--- src/rtl/bg7_fetch.sv ---
`default_nettype none
// ============================================================================
//  Module   : bg7_fetch
//  Purpose  : Mode 7 BG1 coordinate sum, screen-over handling, tilemap and
//             character fetch, one 8bpp pixel committed per dot.
//  Config   : BG7_EXTBG_EN selects EXTBG output (7-bit colour + priority bit)
//  Revision : 1.0  initial release
// ============================================================================
module bg7_fetch #(
    parameter int VRAM_AW   = 15,
    parameter int TRANSP_IX = 0
) (
    input  logic                      clk,
    input  logic                      reset,
    input  logic                      dot_en,
    input  logic [2:0]                dot_ctr,
    input  logic                      active,
    input  logic [3:0]                m7sel,
    input  logic signed [27:0]        prod_ax,
    input  logic signed [27:0]        prod_by,
    input  logic signed [27:0]        prod_cx,
    input  logic signed [27:0]        prod_dy,
    input  logic signed [12:0]        m7_xorig,
    input  logic signed [12:0]        m7_yorig,
    output logic [VRAM_AW-1:0]        vram_l_addr,
    output logic [VRAM_AW-1:0]        vram_h_addr,
    input  logic [7:0]                vram_rdata_l,
    input  logic [7:0]                vram_rdata_h,
    output logic [7:0]                pixel_color,
    output logic                      pixel_opaque,
    output logic                      pixel_prio,
    output logic                      fetch_busy
);

    typedef enum logic [1:0] {
        S_IDLE = 2'd0,
        S_MAP  = 2'd1,
        S_CHR  = 2'd2,
        S_DONE = 2'd3
    } state_t;

    localparam logic [7:0] C_TRANSP = 8'(TRANSP_IX);

    state_t               state_q, state_d;
    logic [9:0]           vx_q, vx_d, vy_q, vy_d;
    logic                 oob_q, oob_d;
    logic [1:0]           over_q, over_d;
    logic [VRAM_AW-1:0]   l_addr_q, l_addr_d, h_addr_q, h_addr_d;
    logic [7:0]           stg_color_q, stg_color_d;
    logic                 stg_opaque_q, stg_opaque_d;
    logic                 stg_prio_q, stg_prio_d;
    logic [7:0]           pix_color_q, pix_color_d;
    logic                 pix_opaque_q, pix_opaque_d;
    logic                 pix_prio_q, pix_prio_d;

    logic signed [28:0]   w_sx, w_sy;
    logic [20:0]          w_vx, w_vy;
    logic                 w_oob;
    logic [7:0]           w_tile;
    logic                 w_oob_transp;
    logic [7:0]           w_chr_color;
    logic                 w_chr_opaque;
    logic                 w_chr_prio;
    logic                 w_unused;

    assign w_sx  = 29'(prod_ax) + 29'(prod_by) + (29'(m7_xorig) <<< 8);
    assign w_sy  = 29'(prod_cx) + 29'(prod_dy) + (29'(m7_yorig) <<< 8);
    assign w_vx  = w_sx[28:8];
    assign w_vy  = w_sy[28:8];
    assign w_oob = (|w_vx[20:10]) | (|w_vy[20:10]);

    // Mode 11 replaces the tile number for out-of-range coordinates; mode 10 blanks the pixel.
    assign w_tile       = (over_q == 2'b11 && oob_q) ? 8'h00 : vram_rdata_l;
    assign w_oob_transp = (over_q == 2'b10) && oob_q;

    always_comb begin
        w_chr_color  = 8'h00;
        w_chr_opaque = 1'b0;
        w_chr_prio   = 1'b0;
`ifdef BG7_EXTBG_EN
        w_chr_color  = {1'b0, vram_rdata_h[6:0]};
        w_chr_prio   = vram_rdata_h[7];
        w_chr_opaque = (vram_rdata_h[6:0] != C_TRANSP[6:0]);
`else
        w_chr_color  = vram_rdata_h;
        w_chr_prio   = 1'b0;
        w_chr_opaque = (vram_rdata_h != C_TRANSP);
`endif
    end

    always_comb begin
        state_d      = state_q;
        vx_d         = vx_q;
        vy_d         = vy_q;
        oob_d        = oob_q;
        over_d       = over_q;
        l_addr_d     = l_addr_q;
        h_addr_d     = h_addr_q;
        stg_color_d  = stg_color_q;
        stg_opaque_d = stg_opaque_q;
        stg_prio_d   = stg_prio_q;
        pix_color_d  = pix_color_q;
        pix_opaque_d = pix_opaque_q;
        pix_prio_d   = pix_prio_q;

        case (state_q)
            S_IDLE: begin
                if (dot_ctr == 3'd2) begin
                    state_d      = S_MAP;
                    vx_d         = w_vx[9:0];
                    vy_d         = w_vy[9:0];
                    oob_d        = w_oob;
                    over_d       = m7sel[3:2];
                    stg_color_d  = 8'h00;
                    stg_opaque_d = 1'b0;
                    stg_prio_d   = 1'b0;
                end
            end
            S_MAP: begin
                if (dot_ctr == 3'd3) begin
                    state_d  = S_CHR;
                    l_addr_d = VRAM_AW'({1'b0, vy_q[9:3], vx_q[9:3]});
                end else begin
                    state_d = S_IDLE;
                end
            end
            S_CHR: begin
                if (dot_ctr == 3'd4) begin
                    state_d = S_DONE;
                    if (!w_oob_transp) begin
                        h_addr_d = VRAM_AW'({1'b0, w_tile, vy_q[2:0], vx_q[2:0]});
                    end
                end else begin
                    state_d = S_IDLE;
                end
            end
            default: begin
                state_d = S_IDLE;
                if (dot_ctr == 3'd5 && !w_oob_transp) begin
                    stg_color_d  = w_chr_color;
                    stg_opaque_d = w_chr_opaque;
                    stg_prio_d   = w_chr_prio;
                end
            end
        endcase

        // An aborted fetch leaves nothing valid to show (staging was cleared at start).
        if (dot_en) begin
            pix_color_d  = active ? stg_color_d  : 8'h00;
            pix_opaque_d = active ? stg_opaque_d : 1'b0;
            pix_prio_d   = active ? stg_prio_d   : 1'b0;
        end
    end

    always_ff @(posedge clk or posedge reset) begin
        if (reset) begin
            state_q      <= S_IDLE;
            vx_q         <= '0;
            vy_q         <= '0;
            oob_q        <= 1'b0;
            over_q       <= 2'b00;
            l_addr_q     <= '0;
            h_addr_q     <= '0;
            stg_color_q  <= 8'h00;
            stg_opaque_q <= 1'b0;
            stg_prio_q   <= 1'b0;
            pix_color_q  <= 8'h00;
            pix_opaque_q <= 1'b0;
            pix_prio_q   <= 1'b0;
        end else begin
            state_q      <= state_d;
            vx_q         <= vx_d;
            vy_q         <= vy_d;
            oob_q        <= oob_d;
            over_q       <= over_d;
            l_addr_q     <= l_addr_d;
            h_addr_q     <= h_addr_d;
            stg_color_q  <= stg_color_d;
            stg_opaque_q <= stg_opaque_d;
            stg_prio_q   <= stg_prio_d;
            pix_color_q  <= pix_color_d;
            pix_opaque_q <= pix_opaque_d;
            pix_prio_q   <= pix_prio_d;
        end
    end

    assign vram_l_addr  = l_addr_q;
    assign vram_h_addr  = h_addr_q;
    assign pixel_color  = pix_color_q;
    assign pixel_opaque = pix_opaque_q;
    assign pixel_prio   = pix_prio_q;
    assign fetch_busy   = (state_q != S_IDLE);

    assign w_unused = ^{m7sel[1:0], w_sx[7:0], w_sy[7:0]};

endmodule
`default_nettype wire

--- config.mk ---
export PLATFORM = sky130hd
export DESIGN_NAME = bg7_fetch
export DESIGN_NICKNAME = d
export VERILOG_FILES = /design/src/rtl/bg7_fetch.sv
export SDC_FILE = /design/constraint.sdc
export NUM_CORES = 1
export LEC_CHECK = 0
export ABC_AREA = 0
export BUFFER_PORTS_ARGS = -buffer_cell sky130_fd_sc_hd__buf_4
export CAP_MARGIN = 0
export CORE_ASPECT_RATIO = 1.25
export CORE_MARGIN = 1.5
export CORE_UTILIZATION = 52
export DETAILED_ROUTE_END_ITERATION = 16
export PLACE_DENSITY = 0.87
export SLEW_MARGIN = 15
export SYNTH_ARGS = -nofsm -noshare
export SYNTH_HDL_FRONTEND = slang
export SYNTH_SLANG_ARGS = --single-unit
--- constraint.sdc ---
create_clock -name clk -period 7.02 [get_ports clk]
set_clock_uncertainty 0.15 [all_clocks]
set_input_delay 1.053 -clock clk [delete_from_list [all_inputs] [get_ports clk]]
set_output_delay 1.053 -clock clk [all_outputs]
set_load 0.01 [all_outputs]
Word level (Yosys, flattened, before mapping):

Index checks and enable logic that the tools add are counted.

* register bits: 73
* latch bits: 0
* memory bits (writable): 0
* ROM bits: 0
* bits of input ports: 165
* word-level logic and storage cells: 58
* memories kept: 0

* $add $sub $neg: 4
* multiply operators: 0
* div/mod/pow operators: 0
* magnitude comparators: 0
* equal/unequal tests: 9
* shifts and indexed selects: 0
* mux-type cells: 17
* bitwise gates (word level): 2
* reduce and logical (&&, ||, !) cells: 13

Operator list (count)
* $add A28 B28 Y29: 2
* $add A29 B21 Y29: 2
* $mux W8: 4
* $reduce_or A11 Y1: 2
* $pmux W8 S2: 1
* $reduce_bool A8 Y1: 1
* $eq A2 B2 Y1 const B: 3
* $eq A3 B2 Y1 const B: 2
* $eq A3 B3 Y1 const B: 2
* $mux W1: 6
* $mux W2: 3
* $pmux W2 S3: 1
* $pmux W1 S2: 2
* $reduce_and A2 Y1: 2
* $logic_and A1 B1 Y1: 3
* $reduce_and A3 Y1: 1
* $eq A2 B1 Y1 const B: 1
* $logic_not A2 Y1: 1
* $ne A2 B2 Y1 const B: 1
* $reduce_bool A2 Y1: 1
* $reduce_or A2 Y1: 1
* $logic_not A1 Y1: 1
* $not A1 Y1: 1
* $or A1 B1 Y1: 1

Logic depth before layout (Yosys ltp):

Gate-level depths: netlist of run 1.

* word-level depth: 7
* depth in mapped cells: 13
* mapped depth without buffers: 13

Worst setup path after synthesis of run 1:

No wires, ideal clock.

* kind: in2reg
* from: in prod_cx[8]
* to: reg oob_q
* arrival time: 3.757 ns
* required time: 6.734 ns
* setup slack: 2.977 ns
* cell stages on the path: 12
* path buffers: 0
* path through: inv_1 > fa_1 > inv_1 > ha_1 > and4_1 > o211ai_1 > a211oi_1 > nor2_1 > o41ai_1 > mux2_2 > nor4_1 > a31oi_1

* longest elaborated chain between the ends: 4

RTL lines
* start: declaration: line 21 `input logic signed [27:0] prod_cx,`
* $add A28 B28 Y29: line 67 `assign w_sy = 29'(prod_cx) + 29'(prod_dy) + (29'(m7_yorig) <<< 8);`
* $add A29 B21 Y29: line 67
* $reduce_or A11 Y1: line 70 `assign w_oob = (|w_vx[20:10]) | (|w_vy[20:10]);`
* $or A1 B1 Y1: line 70
* end signal: assignment: line 174 `oob_q <= oob_d;`
* end: declaration: line 46 `logic oob_q, oob_d;`

Every way passes these cells.
A chain may end at the register's enable or synchronous reset.

Worst setup path in the final report of run 1:

* from: in prod_ax[8]
* to: reg oob_q

* longest elaborated chain between the ends: 4

RTL lines
* start: declaration: line 19 `input logic signed [27:0] prod_ax,`
* $add A28 B28 Y29: line 66 `assign w_sx = 29'(prod_ax) + 29'(prod_by) + (29'(m7_xorig) <<< 8);`
* $add A29 B21 Y29: line 66
* $reduce_or A11 Y1: line 70
* $or A1 B1 Y1: line 70

Every way passes these cells.

==> impl_metrics.py, run 1 <==
metrics = {
    "placed_design": {
        "post-place-ws_ns": 2.52,
        "place_area_um2": 8160,
        "dp_hpwl_mm": 13.0,
        "numPortBuffers": 201,
        "gp_congestion": 0.890,
    },
    "floorplanning": {
        "rows": 45,
        "die_y_um": 128,
        "die_x_um": 103,
        "die_area_um2": 13200,
        "io_pins": 206,
        "start_util_pct": 53.6,
        "core-area_um2": 12200,
    },
    "grt": {
        "grt_pass1_wl_mm": 26.2,
        "grt_usage_pct": 24.5,
        "grt_pass1_vias": 6041,
        "overflow": 0,
        "grt_max_degree": 74,
        "antenna_found_initial": 0,
    },
    "pwr": {
        "cellPowerDensity_nw_per_um2": 247,
        "p_leak_nw": 4.07,
        "total_power_mw": 2.09,
        "ir_drop_mv": 0.135,
    },
    "yosys": {
        "synth_area_um2": 6520,
        "synthTopCellsByArea": "dfrtp_1, ha_1, fa_1, mux2_2, a21oi_1",
        "synthFlopType": "dfrtp_1",
        "synthesis.instances": 663,
        "synth-edff-count": 0,
        "syn_avg_cell_area_um2": 9.83,
        "synth-async-reset-ratio_pct": 100,
        "ys_ff_latch": 73,
        "seq_area_frac_synth_pct": 28.0,
        "yosys.area.top_type": "dfrtp_1",
        "synth_cell_types": 69,
        "netlist.area_leader.share_pct": 28.0,
        "yosys_warnings": 0,
    },
    "clocking": {
        "root_buffer": "clkbuf_16",
        "clk_path_buf_depth": 2,
        "ctsHoldBuffers": 0,
        "cts_tree": "done",
        "cts_buffers": 9,
        "postCtsSetupBuffers": 0,
        "ctsResizeCount": 0,
        "cts.sinks": 73,
        "htreeDepth": 3,
        "clk_pin_slew_ns": 0.05,
        "clk_latency_ns": 0.32,
    },
    "cells_and_area": {
        "mostFrequentLayoutCells": "buf_4, dfrtp_1, ha_1",
        "drive_gt1_share_pct": 29.7,
        "fin_nets": 1132,
        "area.growth.synth_to_final_pct": 30.0,
        "finish.utilization_pct": 69.6,
        "final_common_cell": "buf_4",
        "antenna_cells": 0,
        "fin_area_um2": 8470,
        "fill_cells": 968,
    },
    "timing": {
        "final_max_slew_viol_count": 0,
        "slew_headroom_pct": 26.7,
        "tns_ns": 0,
        "min_period_over_period_pct": 61.0,
        "setup_viol": 0,
        "finalHoldViolCount": 0,
        "rsz0062_at_grt": "no",
        "worst_pin_slew_ns": 1.10,
        "max_freq_mhz": 233,
        "setup_slack_ns": 2.74,
        "period_needed_ns": 4.28,
    },
    "detailed_routing": {
        "wirelength_mm": 15.9,
        "vias_per_cell": 5.77,
        "vias": 5915,
        "route.detailed.drc": 0,
        "ant_nets": 0,
        "wl_per_cell_um": 15.5,
        "dr.pass1.iters": 4,
        "first_iter_violations": 282,
    },
    "worst_setup_path": {
        "path_cells": "buf_4 > inv_1 > fa_1 > inv_1 > ha_1 > a21oi_1 > o21ai_1 > a2111oi_2 > and4bb_4 > a211oi_1 > o21bai_1 > xnor2_1 > nor4_1 > a31oi_1",
        "critPathMaxStageDelay_ns": 0.53,
        "arrival_ns": 4.31,
        "crit_required_ns": 7.04,
        "endpoint_kind": "flip-flop",
        "slowest_stage": "fa_1",
        "worstSetupPathType": "input port to flip-flop",
        "critPathMostFrequentCell": "inv_1",
        "cp-start-kind": "input port",
        "worstPathMaxFanout": 5,
    },
    "hold_path": {
        "hold_class": "flip-flop to flip-flop",
    },
    "outcome": {
        "status": "finished clean",
    },
    "run": {
        "maxCapViolCount": 0,
    },
}
==> cells by family (layout without fill, tap and decap cells) <==
| group | count (synthesis) | count (layout) | synth area share [%] |
|---|---|---|---|
| muxes | 37 | 37 | 6.18 |
| adders and majority gates | 110 | 110 | 25.7 |
| xor gates and xnor gates | 29 | 29 | 3.90 |
| and+or+nand+nor | 179 | 179 | 14.4 |
| buffers and inverters | 52 | 250 | 3.23 |
| DFF | 73 | 73 | 28.0 |
| other | 1 | 2 | 0.0575 |
| AOI/OAI and AO/OA | 182 | 182 | 18.5 |
==> through the flow <==
stage,hold WS (ns),std cells
after floorplan,0.296,664
after global placement,0.307,1010
after detailed placement,0.316,1010
after CTS,0.329,1026
after global routing,0.343,1026
final,0.319,1026
==> registers in the layout, indices dropped and copies added, names as in the netlist <==
signal	flops
stg_color_q	8
pixel_opaque	1
pixel_prio	1
vy_q	10
vram_l_addr	14
oob_q	1
pixel_color	8
over_q	2
stg_opaque_q	1
vx_q	10
stg_prio_q	1
vram_h_addr	14
state_q	2
==> where the power goes <==
part	total, mW	switching (mW)	internal, mW
Sequential	0.624	0.0693	0.555
Combinational	1.01	0.535	0.477
Clock	0.458	0.164	0.294
==> worst paths after layout <==
check	start	end	slack, ns	depth (start not counted)
max	prod_ax[8]	oob_q	2.74	14
min	vy_q[2]	vy_q[2]	0.32	2
max reg2reg	state_q[0]	oob_q	4.14	10
min reg2reg	vy_q[2]	vy_q[2]	0.32	2
max in group asynchronous	reset	vy_q[0]	5.29	3
min in group asynchronous	reset	vram_h_addr[12]	0.85	3
==> layer usage <==
layer | part of all wire, % | global-route usage (%) | vias up
met3 | 5.3 | 3.44 | 49
li1 | - | - | 2840
met2 | 52 | 43.7 | 210
met5 | 0 | 0 | -
met4 | 3.5 | 10.9 | 0
met1 | 40 | 28.8 | 2816
==> synth_stat cells, drive strengths merged (9+ instances only) <==
library cell  instances
a211oi                9
o21ai                45
clkbuf               13
ha                   70
xor2                 11
o32ai                 9
dfrtp                73
nand2                57
o211ai               10
mux2                 26
inv                  31
and3                 10
a21oi                49
nor2                 32
nand3                12
fa                   40
mux2i                11
xnor2                18
a21o                 11
nand4                14
==> worst max-delay path: cells and delay by family <==
kind | cells | cell delay [ns]
adder cells (fa/ha/maj) | 2 | 0.87
AND/OR/NAND/NOR | 2 | 0.58
XOR/XNOR | 1 | 0.16
buffers and inverters | 3 | 0.15
AO/OA/AOI/OAI | 6 | 1.49
==> layout make-up <==
class	count	area [µm²]	area share [%]
Inverter	31	116	1.37
Clock inverter	4	51.3	0.606
Clock buffer	12	256	3.03
Tap cell	164	205	2.42
Sequential cell	73	1830	21.6
Multi-Input combinational cell	539	4490	53.0
Timing Repair Buffer	203	1520	18.0
No activity file was read; power rests on OpenSTA's default activity.
==> inputs of run 2 (changes only) <==
--- a/config.mk
+++ b/config.mk
@@ -10,9 +10,9 @@
 export CAP_MARGIN = 0
 export CORE_ASPECT_RATIO = 1.25
 export CORE_MARGIN = 1.5
-export CORE_UTILIZATION = 52
+export CORE_UTILIZATION = 48
 export DETAILED_ROUTE_END_ITERATION = 16
-export PLACE_DENSITY = 0.87
+export PLACE_DENSITY = 0.85
 export SLEW_MARGIN = 15
 export SYNTH_ARGS = -nofsm -noshare
 export SYNTH_HDL_FRONTEND = slang
==> constraint.sdc (replaced) <==
create_clock -name clk -period 3.9 [get_ports clk]
set_clock_uncertainty 0.15 [all_clocks]
set_input_delay 0.585 -clock clk [delete_from_list [all_inputs] [get_ports clk]]
set_output_delay 0.585 -clock clk [all_outputs]
set_load 0.01 [all_outputs]
==> impl_metrics.py, run 2 (synthesis gave the netlist of run 1 again) <==
metrics = {
    "outcome": {
        "status": "finished clean",
    },
    "placed_design": {
        "numPortBuffers": 201,
        "numPlacedInstances": 1039,
        "gp_congestion": 0.934,
        "dp_hpwl_mm": 13.4,
        "place_area_um2": 8330,
        "post-place-ws_ns": -0.0486,
    },
    "clocking": {
        "cts_buffers": 9,
        "htreeDepth": 3,
        "root_buffer": "clkbuf_16",
        "cts_tree": "done",
        "clk_pin_slew_ns": 0.05,
        "ctsResizeCount": 0,
        "clk_latency_ns": 0.33,
        "clk_path_buf_depth": 2,
        "ctsHoldBuffers": 0,
        "cts.sinks": 73,
        "postCtsSetupBuffers": 0,
    },
    "worst_setup_path": {
        "startpoint": "prod_ax[8]",
        "worstPathMaxFanout": 5,
        "endpoint_kind": "flip-flop",
        "critPathMostFrequentCell": "inv_1",
        "cp_num_cells": 14,
        "rr_startpoint": "state_q[1]",
        "cp-start-kind": "input port",
        "crit_buf_inv": 3,
        "worstSetupPathType": "input port to flip-flop",
        "reg2regPathDepth": 10,
        "cpLargestDelayFamily": "compound AO/OA/AOI/OAI gates",
        "path_cells": "buf_4 > inv_1 > fa_1 > inv_1 > ha_1 > a21oi_1 > o21ai_1 > a2111oi_2 > and4bb_4 > a211oi_1 > xnor2_1 > nand4_1 > nor4_1 > a31oi_1",
        "reg2reg_to": "oob_q",
        "arrival_ns": 3.68,
        "slowest_stage": "fa_1",
        "r2r_slack_ns": 1.22,
        "cp-endpoint": "oob_q",
        "crit_required_ns": 3.94,
        "critPathMaxStageDelay_ns": 0.53,
    },
    "timing": {
        "slew_headroom_pct": 34.8,
        "min_period_over_period_pct": 93.2,
        "max_freq_mhz": 275,
        "worst_pin_slew_ns": 0.977,
        "rsz0062_at_grt": "no",
        "final_max_slew_viol_count": 0,
        "tns_ns": 0,
        "setup_slack_ns": 0.265,
        "setup_viol": 0,
        "period_needed_ns": 3.64,
        "finalHoldViolCount": 0,
    },
    "detailed_routing": {
        "wl_per_cell_um": 15.3,
        "first_iter_violations": 268,
        "ant_nets": 0,
        "dr.pass1.iters": 4,
        "route.detailed.drc": 0,
        "vias": 5943,
        "wirelength_mm": 16.1,
        "vias_per_cell": 5.63,
    },
    "pwr": {
        "p_leak_nw": 4.16,
        "cellPowerDensity_nw_per_um2": 437,
        "ir_drop_mv": 0.327,
        "total_power_mw": 3.77,
    },
    "grt": {
        "grt_max_degree": 50,
        "overflow": 0,
        "grt_pass1_vias": 6032,
        "grt_usage_pct": 22.8,
        "antenna_found_initial": 0,
        "grt_pass1_wl_mm": 26.5,
    },
    "floorplanning": {
        "core-area_um2": 13200,
        "die_area_um2": 14300,
        "die_x_um": 107,
        "start_util_pct": 49.2,
        "rows": 47,
        "io_pins": 206,
        "die_y_um": 133,
    },
    "cells_and_area": {
        "antenna_cells": 0,
        "final_common_cell": "buf_4",
        "drive_gt1_share_pct": 31.3,
        "final_cells": 1055,
        "fin_area_um2": 8610,
        "mostFrequentLayoutCells": "buf_4, dfrtp_1, ha_1",
        "area.growth.synth_to_final_pct": 32.1,
        "fin_nets": 1154,
    },
    "hold_path": {
        "hold_class": "flip-flop to flip-flop",
    },
    "run": {
        "maxCapViolCount": 0,
    },
}
run 2: stage by stage:
| stage | util [%] | hold slack (ns) |
|---|---|---|
| after floorplan | - | 0.296 |
| after global placement | 63.0 | 0.308 |
| after detailed placement | 63.0 | 0.321 |
| after CTS | 65.1 | 0.327 |
| after global routing | 65.1 | 0.331 |
| final | 65.1 | 0.325 |
run 2: how the worst min path moves through the flow:
stage	startpoint	endpoint	cells past startpoint
2_1_floorplan	vx_q[0]	vx_q[0]	2
4_1_cts	vram_rdata_l[7]	vram_h_addr[13]	2
6_report	vy_q[2]	vy_q[2]	2
3_5_place_dp	vx_q[0]	vx_q[0]	2
5_1_grt	vram_rdata_l[2]	vram_h_addr[8]	2
3_3_place_gp	vx_q[8]	vx_q[8]	2
run 2: report_power, final:
part           total, mW  internal [mW]  switching (mW)
clock network      0.752          0.462           0.290
registers           1.13          0.999           0.128
logic               1.89          0.916           0.971
run 2: final cells by class:
class	instances	area (µm²)
fillers	1096	4620
multi-input cells	539	4490
flip-flops and latches	73	1830
repair buffers	225	1690
clock buffers	13	260
well taps	171	214
inverters	31	116
clock inverters	3	15.0
run 2: worst register-to-register path, cell delays in order (launching register included):
cell	delay [ns]
dfrtp_1	0.40
inv_1	0.11
ha_1	0.22
nand2_1	0.12
a2111oi_0	0.35
o2111a_1	0.26
nand4_1	0.09
a2111oi_0	0.36
nand4_1	0.16
nor4_1	0.22
a31oi_1	0.13
run 2: layer usage:
metal,routed length [µm],up-vias,track usage (%)
li1,-,2888,-
met1,6300,2841,26.1
met2,8540,182,42.4
met3,849,32,3.72
met4,437,0,7.78
met5,0,-,0
==> inputs of run 3 (changes only) <==
--- a/config.mk
+++ b/config.mk
@@ -10,9 +10,10 @@
 export CAP_MARGIN = 0
 export CORE_ASPECT_RATIO = 1.25
 export CORE_MARGIN = 1.5
-export CORE_UTILIZATION = 48
+export CORE_UTILIZATION = 49
+export CTS_BUF_LIST = sky130_fd_sc_hd__clkbuf_8
 export DETAILED_ROUTE_END_ITERATION = 16
-export PLACE_DENSITY = 0.85
+export PLACE_DENSITY = 0.86
 export SLEW_MARGIN = 15
 export SYNTH_ARGS = -nofsm -noshare
 export SYNTH_HDL_FRONTEND = slang
==> impl_metrics.py, run 3 (synthesis gave the netlist of run 1 again) <==
metrics = {
    "pwr": {
        "total_power_mw": 3.61,
        "ir_drop_mv": 0.301,
        "swShare_pct": 37.6,
        "p_leak_nw": 4.13,
        "cellPowerDensity_nw_per_um2": 423,
        "p_seq_share_pct": 31.0,
        "p_int_mw": 2.25,
        "clkPwrFrac_pct": 16.8,
        "comb_power_share_pct": 52.2,
        "switching_power_mw": 1.36,
    },
    "timing": {
        "setup_slack_ns": 0.357,
        "final_max_slew_viol_count": 0,
        "slew_headroom_pct": 39.2,
        "finalHoldViolCount": 0,
        "setup_viol": 0,
        "max_freq_mhz": 282,
        "period_needed_ns": 3.54,
        "worst_pin_slew_ns": 0.907,
        "min_period_over_period_pct": 90.9,
        "rsz0062_at_grt": "no",
    },
    "cells_and_area": {
        "fin_nets": 1152,
        "antenna_cells": 0,
        "drive_gt1_share_pct": 31.2,
        "area.growth.synth_to_final_pct": 30.8,
        "mostFrequentLayoutCells": "buf_4, dfrtp_1, ha_1",
        "final_common_cell": "buf_4",
        "finish.utilization_pct": 66.4,
    },
    "worst_setup_path": {
        "crit_required_ns": 3.97,
        "endpoint_kind": "flip-flop",
        "worstPathMaxFanout": 5,
        "arrival_ns": 3.62,
        "cp-start-kind": "input port",
        "worstSetupPathType": "input port to flip-flop",
    },
    "outcome": {
        "status": "finished clean",
    },
    "detailed_routing": {
        "route.detailed.drc": 0,
        "dr.pass1.iters": 4,
        "vias_per_cell": 5.64,
        "first_iter_violations": 273,
        "wirelength_mm": 15.8,
        "ant_nets": 0,
        "vias": 5917,
        "wl_per_cell_um": 15.0,
    },
    "clocking": {
        "postCtsSetupBuffers": 0,
        "clk_pin_slew_ns": 0.07,
        "ctsResizeCount": 0,
        "htreeDepth": 3,
        "root_buffer": "clkbuf_8",
        "ctsHoldBuffers": 0,
        "clk_latency_ns": 0.36,
        "cts_buffers": 9,
        "clk_path_buf_depth": 2,
        "cts_tree": "done",
        "cts.sinks": 73,
    },
    "floorplanning": {
        "die_area_um2": 14000,
        "start_util_pct": 50.8,
        "io_pins": 206,
        "core-area_um2": 12800,
        "die_y_um": 132,
        "rows": 46,
        "die_x_um": 106,
    },
    "grt": {
        "grt_max_degree": 54,
        "antenna_found_initial": 0,
        "grt_usage_pct": 23.1,
        "overflow": 0,
        "grt_pass1_vias": 5933,
        "grt_pass1_wl_mm": 26.6,
    },
    "placed_design": {
        "post-place-ws_ns": -0.00644,
        "numPortBuffers": 201,
        "dp_hpwl_mm": 13.1,
        "gp_congestion": 0.888,
    },
    "hold_path": {
        "hold_class": "input port to async pin",
    },
    "run": {
        "maxCapViolCount": 0,
    },
}
[run 3: power groups by stage]
stage / Combinational [mW] / Clock [mW] / Sequential, mW
2_1_floorplan: 1.11 / 0 / 1.17
3_3_place_gp: 1.83 / 0 / 1.12
3_5_place_dp: 1.87 / 0 / 1.14
4_1_cts: 1.88 / 0.618 / 1.12
5_1_grt: 2.09 / 0.645 / 1.15
6_report: 1.88 / 0.607 / 1.12
[run 3: area by class of cell]
class | count | area, µm²
clock buffer | 12 | 165
clock inverter | 4 | 42.5
fill | 1045 | 4310
inverter | 31 | 118
multi-input combinational | 539 | 4490
sequential | 73 | 1830
tap | 168 | 210
timing repair buffer | 223 | 1670
[run 3: per-stage QoR]
| step | std cells | instance area, µm² | hold WS (ns) | setup TNS [ns] |
|---|---|---|---|---|
| floorplan | 664 | 6520 | 0.296 | 0 |
| global placement | 1034 | 8320 | 0.307 | 0 |
| detailed placement | 1034 | 8320 | 0.316 | -0.00644 |
| CTS | 1050 | 8520 | 0.285 | 0 |
| global route | 1050 | 8520 | 0.300 | 0 |
| finish | 1050 | 8520 | 0.237 | 0 |
[run 3: final timing paths]
check                                start             end  cells after the start  slack, ns
setup / recovery                prod_ax[8]           oob_q                     14       0.36
hold / removal                       reset      pixel_prio                      2       0.24
setup reg to reg                state_q[0]           oob_q                     10       1.18
hold reg to reg                    vy_q[5]         vy_q[5]                      2       0.33
max in group asynchronous            reset         vy_q[4]                      3       2.58
min in group clk           vram_rdata_l[3]  vram_h_addr[9]                      2       0.30
[run 3: layer usage]
layer	routed length, µm	share of wire [%]	GRT usage (%)	vias up
met5	0	0	0	-
met4	532	3.4	10.7	0
met3	756	4.8	2.87	39
met2	8100	51	41.2	188
met1	6360	40	27.2	2821
li1	-	-	-	2869
[run 3: worst max-delay path: stages]
cell and delay (ns):
buf_4 0.08, inv_1 0.04, fa_1 0.54, inv_1 0.04, ha_1 0.33, a21oi_1 0.13
o21ai_1 0.11, a2111oi_2 0.46, and4bb_4 0.26, a211oi_1 0.33, xnor2_1 0.18, nand4_1 0.11
nor4_1 0.29, a31oi_1 0.13
